$ cat config.mk
export PLATFORM = sky130hd
export DESIGN_NAME = stream_block_arbiter
export DESIGN_NICKNAME = d
export VERILOG_FILES = /design/src/rtl/stream_block_arbiter_pkg.sv /design/src/rtl/axis_output_register.sv /design/src/rtl/stream_block_arbiter.sv
export SDC_FILE = /design/constraint.sdc
export NUM_CORES = 1
export LEC_CHECK = 0
export ABC_CLOCK_PERIOD_IN_PS = 2450
export CAP_MARGIN = 20
export CORE_ASPECT_RATIO = 1.1
export CORE_MARGIN = 5
export CORE_UTILIZATION = 35
export DETAILED_ROUTE_END_ITERATION = 8
export PLACE_DENSITY = 0.68
export SYNTH_ARGS = -nofsm -noshare
export SYNTH_HDL_FRONTEND = slang
export SYNTH_SLANG_ARGS = --single-unit
$ cat constraint.sdc
create_clock -name ap_clk -period 2.45 [get_ports ap_clk]
set_input_delay 0.6125 -clock ap_clk [delete_from_list [all_inputs] [get_ports ap_clk]]
set_output_delay 0.6125 -clock ap_clk [all_outputs]
set_load 0.01 [all_outputs]
$ cat src/rtl/stream_block_arbiter_pkg.sv
// Shared types and sizing helpers for the two-requester block arbiter.
package stream_block_arbiter_pkg;

  localparam int unsigned NumReq = 2;

  typedef enum logic [1:0] {
    StIdle,
    StGrant0,
    StGrant1
  } state_e;

  // Counter width for a modulo-n counter; never narrower than one bit.
  function automatic int unsigned cnt_width(input int unsigned n);
    return (n <= 1) ? 1 : $clog2(n);
  endfunction

endpackage

$ cat src/rtl/axis_output_register.sv
// One-deep valid/ready register stage; in_ready depends only on registered state and out_ready.
module axis_output_register #(
  parameter int unsigned Width = 8
) (
  input  logic             clk,
  input  logic             rst_n,
  input  logic [Width-1:0] in_data,
  input  logic             in_valid,
  output logic             in_ready,
  output logic [Width-1:0] out_data,
  output logic             out_valid,
  input  logic             out_ready
);

  logic [Width-1:0] data_q;
  logic             valid_q;

  assign in_ready  = !valid_q || out_ready;
  assign out_data  = data_q;
  assign out_valid = valid_q;

  always_ff @(posedge clk) begin
    if (!rst_n) begin
      valid_q <= 1'b0;
      data_q  <= '0;
    end else if (in_valid && in_ready) begin
      valid_q <= 1'b1;
      data_q  <= in_data;
    end else if (out_ready) begin
      valid_q <= 1'b0;
    end
  end

endmodule

$ cat src/rtl/stream_block_arbiter.sv
// Round-robin arbiter granting one of two AXI streams for whole blocks of INPUT_BDIM beats,
// tagging block ends (tlast), source (tid) and frame ends (tuser).
module stream_block_arbiter
  import stream_block_arbiter_pkg::*;
#(
  parameter int unsigned DATA_WIDTH = 32,
  parameter int unsigned INPUT_BDIM = 16,
  parameter int unsigned INPUT_SDIM = 256
) (
  input  logic                  ap_clk,
  input  logic                  ap_rst_n,
  input  logic [DATA_WIDTH-1:0] s_axis_in0_tdata,
  input  logic                  s_axis_in0_tvalid,
  output logic                  s_axis_in0_tready,
  input  logic [DATA_WIDTH-1:0] s_axis_in1_tdata,
  input  logic                  s_axis_in1_tvalid,
  output logic                  s_axis_in1_tready,
  output logic [DATA_WIDTH-1:0] m_axis_output_tdata,
  output logic                  m_axis_output_tvalid,
  input  logic                  m_axis_output_tready,
  output logic                  m_axis_output_tlast,
  output logic                  m_axis_output_tid,
  output logic                  m_axis_output_tuser
);

  localparam int unsigned SafeBdim = (INPUT_BDIM == 0) ? 1 : INPUT_BDIM;
  localparam int unsigned NumBlk   = INPUT_SDIM / SafeBdim;
  localparam int unsigned BeatW    = cnt_width(SafeBdim);
  localparam int unsigned BlkW     = cnt_width(NumBlk);
  localparam int unsigned PayW     = DATA_WIDTH + 3;

  if (INPUT_BDIM < 1 || INPUT_SDIM == 0 || (INPUT_SDIM % SafeBdim) != 0) begin : g_bad_dims
    $error("INPUT_SDIM must be a non-zero multiple of INPUT_BDIM (>=1)");
  end

  state_e          state_q, state_d;
  logic            rr_q, rr_d;
  logic [BeatW-1:0] beat_cnt_q, beat_cnt_d;
  logic [BlkW-1:0]  blk_cnt_q [NumReq];
  logic [BlkW-1:0]  blk_cnt_d [NumReq];

  logic                  gid, granted, sel_valid, reg_ready, accept;
  logic                  last_beat, frame_last;
  logic [DATA_WIDTH-1:0] sel_data;
  logic [PayW-1:0]       in_payload, out_payload;

  assign granted    = (state_q != StIdle);
  assign gid        = (state_q == StGrant1);
  assign sel_valid  = gid ? s_axis_in1_tvalid : s_axis_in0_tvalid;
  assign sel_data   = gid ? s_axis_in1_tdata : s_axis_in0_tdata;
  assign accept     = granted && sel_valid && reg_ready;
  assign last_beat  = (beat_cnt_q == BeatW'(SafeBdim - 1));
  assign frame_last = (blk_cnt_q[gid] == BlkW'(NumBlk - 1));
  assign in_payload = {sel_data, last_beat, gid, last_beat && frame_last};

  assign s_axis_in0_tready = (state_q == StGrant0) && reg_ready;
  assign s_axis_in1_tready = (state_q == StGrant1) && reg_ready;

  always_comb begin
    state_d    = state_q;
    rr_d       = rr_q;
    beat_cnt_d = beat_cnt_q;
    blk_cnt_d  = blk_cnt_q;
    case (state_q)
      StIdle: begin
        if (s_axis_in0_tvalid && (!s_axis_in1_tvalid || !rr_q)) begin
          state_d = StGrant0;
        end else if (s_axis_in1_tvalid) begin
          state_d = StGrant1;
        end
      end
      StGrant0, StGrant1: begin
        // Grant is held until the block completes; a stalled requester is never preempted.
        if (accept) begin
          if (last_beat) begin
            beat_cnt_d     = '0;
            state_d        = StIdle;
            rr_d           = !gid;
            blk_cnt_d[gid] = frame_last ? '0 : blk_cnt_q[gid] + BlkW'(1);
          end else begin
            beat_cnt_d = beat_cnt_q + BeatW'(1);
          end
        end
      end
      default: state_d = StIdle;
    endcase
  end

  always_ff @(posedge ap_clk) begin
    if (!ap_rst_n) begin
      state_q    <= StIdle;
      rr_q       <= 1'b0;
      beat_cnt_q <= '0;
      for (int i = 0; i < NumReq; i++) blk_cnt_q[i] <= '0;
    end else begin
      state_q    <= state_d;
      rr_q       <= rr_d;
      beat_cnt_q <= beat_cnt_d;
      blk_cnt_q  <= blk_cnt_d;
    end
  end

  axis_output_register #(
    .Width(PayW)
  ) u_out_reg (
    .clk      (ap_clk),
    .rst_n    (ap_rst_n),
    .in_data  (in_payload),
    .in_valid (accept),
    .in_ready (reg_ready),
    .out_data (out_payload),
    .out_valid(m_axis_output_tvalid),
    .out_ready(m_axis_output_tready)
  );

  assign m_axis_output_tdata = out_payload[PayW-1:3];
  assign m_axis_output_tlast = out_payload[2];
  assign m_axis_output_tid   = out_payload[1];
  assign m_axis_output_tuser = out_payload[0];

endmodule
Word level (Yosys, flattened, before mapping)
Cells that the tools add are included.

storage, ports and cells
  register bits = 51
  input bits = 69
  output and inout port bits = 38
  word-level logic and storage cells = 57

cells by class
  $add $sub $neg = 2
  order comparisons = 2
  equal/unequal tests = 7
  mux-type cells = 17
  bitwise gates (word level) = 1
  reduce and logical (&&, ||, !) cells = 21

operator list
  cell                                                                          count
  32-bit 2-to-1 mux                                                             1
  4-bit 2-to-1 mux                                                              6
  4-bit by 1-bit adder with 4-bit output, second input constant                 2
  8-bit bitwise mux                                                             1
  4-bit equality test, second input constant                                    2
  1-bit logical AND                                                             8
  2-bit 2-to-1 mux                                                              4
  3-bit AND reduction                                                           2
  4-bit demux with 1-bit select                                                 1
  1-bit logical NOT                                                             4
  2-bit case mux with 2 select lines                                            1
  2-bit nonzero test                                                            2
  1-bit 2-to-1 mux                                                              3
  3-bit inequality test, second input constant                                  1
  2-bit by 1-bit equality test with 1-bit output, second input constant         1
  2-bit equality test, second input constant                                    1
  2-bit greater-or-equal comparator, second input constant                      1
  2-bit logical NOT                                                             1
  1-bit logical OR                                                              2
  2-bit by 1-bit less-than comparator with 1-bit output, second input constant  1
  2-bit by 1-bit inequality test with 1-bit output, second input constant       1
  2-bit inequality test, second input constant                                  1
  1-bit inverter with 2-bit output                                              1
  2-bit AND reduction                                                           1
  2-bit OR reduction                                                            1

Longest topological paths before layout
  word-level depth = 8
  gate-level depth with buffers = 9
  gate-level depth less buffers = 7

Hierarchy
A second synthesis with hierarchy kept.

second synthesis, totals
  cell total of the unflattened synthesis = 288
  area, all modules = 2,756.4 sq um

by module, submodules not included
  module                times used  cells an instance  area an instance (sq um)  seq. area each (sq um)
  axis_output_register  1           157                1,480.2                   720.7
  stream_block_arbiter  1           131                1,276.2                   300.3

Least setup slack after synthesis
OpenSTA, ideal clock, no wires.

  kind = register to output
  start point = register state_q[0]
  end point = output s_axis_in1_tready
  arrival time = 1.242 ns
  required time = 1.837 ns
  path slack = 0.596 ns
  stages on the path, launching flop included = 7
  buffers on the path = 3
  path through = dfxtp_1 inv_1 ha_1 buf_2 buf_6 buf_2 and2_1

on the way
  word-level cells in the longest chain between the ends = 2

RTL lines
  what                    RTL line                    text
  start, declared         stream_block_arbiter.sv:36  state_e state_q, state_d;
  start signal, assigned  stream_block_arbiter.sv:91  state_q <= StIdle;
  start signal, assigned  stream_block_arbiter.sv:96  state_q <= state_d;
  2-bit equality test     n/a
  named net gid           stream_block_arbiter.sv:42  logic gid, granted, sel_valid, reg_ready, accept;
  1-bit logical AND       stream_block_arbiter.sv:57  assign s_axis_in1_tready = (state_q == StGrant1) && reg_ready;
  end, declared           stream_block_arbiter.sv:17  output logic s_axis_in1_tready,

The timed path passes the listed nets, and every way through them passes these cells.

Worst setup path in the final report
  start point = input m_axis_output_tready
  end point = output s_axis_in1_tready

on the way
  word-level cells in the longest chain between the ends = 2

RTL lines
  what               RTL line                    text
  start, declared    stream_block_arbiter.sv:20  input logic m_axis_output_tready,
  1-bit logical OR   axis_output_register.sv:18  assign in_ready = !valid_q || out_ready;
  1-bit logical AND  stream_block_arbiter.sv:57

No other way between the ends.

==> metrics.md <==
| Metric | Value |
|---|---|
| Vias per cell | `4.92` |
| Drt first-iter violations | `91` |
| Yosys reg bits | `51` |
| Vias | `2178` |
| Max-cap violations | `0` |
| IO Pins | `107` |
| GRT busiest layer | `met2` |
| Max Transition Viols Final | `0` |
| P per Cell Area | `826 nW/µm²` |
| Core Util, Final | `54.2%` |
| Synth Flop Type | `dfxtp_1` |
| CTS Buffer Depth | `2` |
| Grt met3 use | `4.84%` |
| Highest Clock Rate | `0.441 GHz` |
| Synthesized area | `2540 µm²` |
| Cts repair resizes | `2` |
| Hold Vio Cnt, Final | `0` |
| Number of synthesized flops with an enable pin | `0` |
| Worst hold path type | `flip-flop to flip-flop` |
| # rows | `32` |
| Clock Skews | `0.00639 ns` |
| Tot GR Track Use | `12.9%` |
| WP data arrival | `1.65 ns` |
| Clock Pin Slew Worst Setup and Hold Paths | `0.09 ns` |
| Root buf cell | `clkbuf_8` |
| R2r setup slk | `0.26 ns` |
| Syn Nets | `328` |
| Total power draw | `3.15 mW` |
| Core Region | `7050 µm²` |
| Drt pass-1 iters | `4` |
| Worst vdd ir | `0.385 mV` |
| Data required, critical path | `1.84 ns` |
| Register area share after synthesis | `40.2%` |
| Final Cycle Share | `92.5%` |
| Clock Sinks | `51` |
| Antenna violations before repair | `0` |
| Vias in the first global route | `2113` |
| DRT antenna net count | `0` |
| CP endpoint kind | `primary output` |
| Syn_area_per_cell | `10.0 µm²` |
| Synth-to-Final Area Change | `50.3%` |
| CTS tree | `done` |
| Maximum number of pins on one net before global-route repair | `51` |
| Hold-fix buffer count after cts | `0` |
| # diodes | `0` |
| Gate Count Post-Synth | `254` |
| Final Critical Period | `2.27 ns` |
| Yosys warning count | `0` |
| Number of buffers created by CTS | `5` |
| Starting Density | `36.1%` |
| Startpoint Class | `primary input` |
| Die area | `9070 µm²` |
| Status | `completed` |
| GP Congestion | `0.743` |
| Critical Setup Path Class | `primary input to primary output` |
| Number of distinct library cells after synthesis | `39` |
| Max_slew headroom | `68.2%` |
| First-pass GRT wire length | `9.84 mm` |
| Fraction of registers with async set/reset | `0%` |
| PortBufs | `106` |
| RSZ-0062 raised after global routing | `false` |
| Detailed Place HPWL | `4.47 mm` |
| Drt wl/cell | `13.8 µm` |
| Slew at the pin closest to its max-slew limit | `0.474 ns` |
| Post-CTS setup buffer count | `0` |
| Die X | `91.2 µm` |
| Die H | `99.4 µm` |
| Skew-Pair Late Insertion Delay | `0.29 ns` |
| Met1 global-route usage | `14.9%` |
| Max FO, Critical Path | `3` |
| DRC violations left | `0` |
| Gr ovfl total | `0` |
| Leakage Power | `1.73 nW` |
| M2 GR Usage | `22.7%` |
| H-tree levels | `2` |
| WL final | `6.09 mm` |
| Layout net count | `432` |
| Setup violations, final | `0` |
| Layout cells sized above 1 | `8.38%` |
==> Yosys cell counts (5+ instances only) <==
library cell / n / area (µm²)
nand3_1: 5 / 25.0
o211a_1: 32 / 320
mux2i_1: 39 / 390
a21boi_0: 5 / 37.5
and2_1: 6 / 37.5
ha_1: 5 / 62.6
dfxtp_1: 51 / 1020
nand2_1: 41 / 154
buf_2: 10 / 50.1
clkbuf_1: 6 / 22.5
nor2b_1: 6 / 37.5
==> placed cells by master (no fill, tap or decap), types with 3 or more instances in the layout <==
cell type | Yosys | routed
clkbuf_8 | 0 | 6
mux2_2 | 3 | 3
xor2_1 | 3 | 3
o211a_1 | 32 | 32
nand2b_1 | 3 | 3
dfxtp_1 | 51 | 51
inv_1 | 4 | 4
buf_4 | 0 | 6
clkdlybuf4s50_1 | 0 | 104
o21ai_0 | 4 | 4
nand3_1 | 5 | 5
nand2_1 | 41 | 41
ha_1 | 5 | 4
a21boi_0 | 5 | 5
and2_1 | 6 | 6
buf_12 | 0 | 3
nor2b_1 | 6 | 6
a31oi_1 | 4 | 4
mux2i_1 | 39 | 39
==> flip-flops by register name, summed over array words and instances, names as in the netlist <==
register and count:
blk_cnt_q 8, rr_q 1, beat_cnt_q 4, u_out_reg.out_valid 1, u_out_reg.out_data 35, state_q 2
==> area by class of cell <==
type                            instances  area, µm²
Tap cell                               85        106
Timing Repair Buffer                  115       1160
Multi-Input combinational cell        181       1430
Clock inverter                          1       5.00
Sequential cell                        51       1020
Inverter                                4       15.0
Clock buffer                            6       82.6
Fill cell                             677       3230
==> metal layers <==
layer	vias to the layer above	share of wire, %
met2	67	47
li1	1115	-
met1	994	45
met3	2	8.1
met4	0	0.38
met5	-	0
==> worst paths after layout <==
| kind | start | endpoint | cells after the start |
|---|---|---|---|
| hold / removal | u_out_reg.out_data[2] | u_out_reg.out_data[2] | 2 |
| hold reg to reg | u_out_reg.out_data[2] | u_out_reg.out_data[2] | 2 |
| setup reg to reg | state_q[0] | blk_cnt_q[6] | 8 |
| setup / recovery | m_axis_output_tready | s_axis_in1_tready | 4 |
==> logic make-up (layout without fill, tap and decap cells) <==
family                   count (synthesis)  after routing  synth area share [%]
AND/OR/NAND/NOR                         78             78                  17.1
AO/OA/AOI/OAI                           51             51                  17.6
flip-flops                              51             51                  40.2
multiplexers                            43             43                  17.2
buffers and inverters                   22            126                  4.04
adder cells (fa/ha/maj)                  5              5                  2.46
XOR/XNOR                                 4              4                  1.38
==> through the flow <==
step                      instances  setup slack, ns  cell area [µm²]  setup TNS, ns  hold slack (ns)
final                           443            0.184             3820              0            0.473
after CTS                       443            0.184             3820              0            0.477
after global placement          436          -0.0232             3730        -0.0460            0.457
after global routing            443            0.125             3820              0            0.497
after detailed placement        436          -0.0552             3730        -0.0971            0.466
after floorplan                 254            0.596             2540              0            0.476
==> worst max-delay path, stage by stage <==
cell and delay (ns):
clkdlybuf4s50_1 0.42, nand2b_1 0.18, and2_1 0.17, dlygate4sd2_1 0.28
==> where the power goes <==
| group | internal [mW] | switching, mW |
|---|---|---|
| clock | 0.222 | 0.262 |
| combinational | 0.848 | 0.668 |
| sequential | 1.04 | 0.110 |
Power figures use the tool's default switching activity.
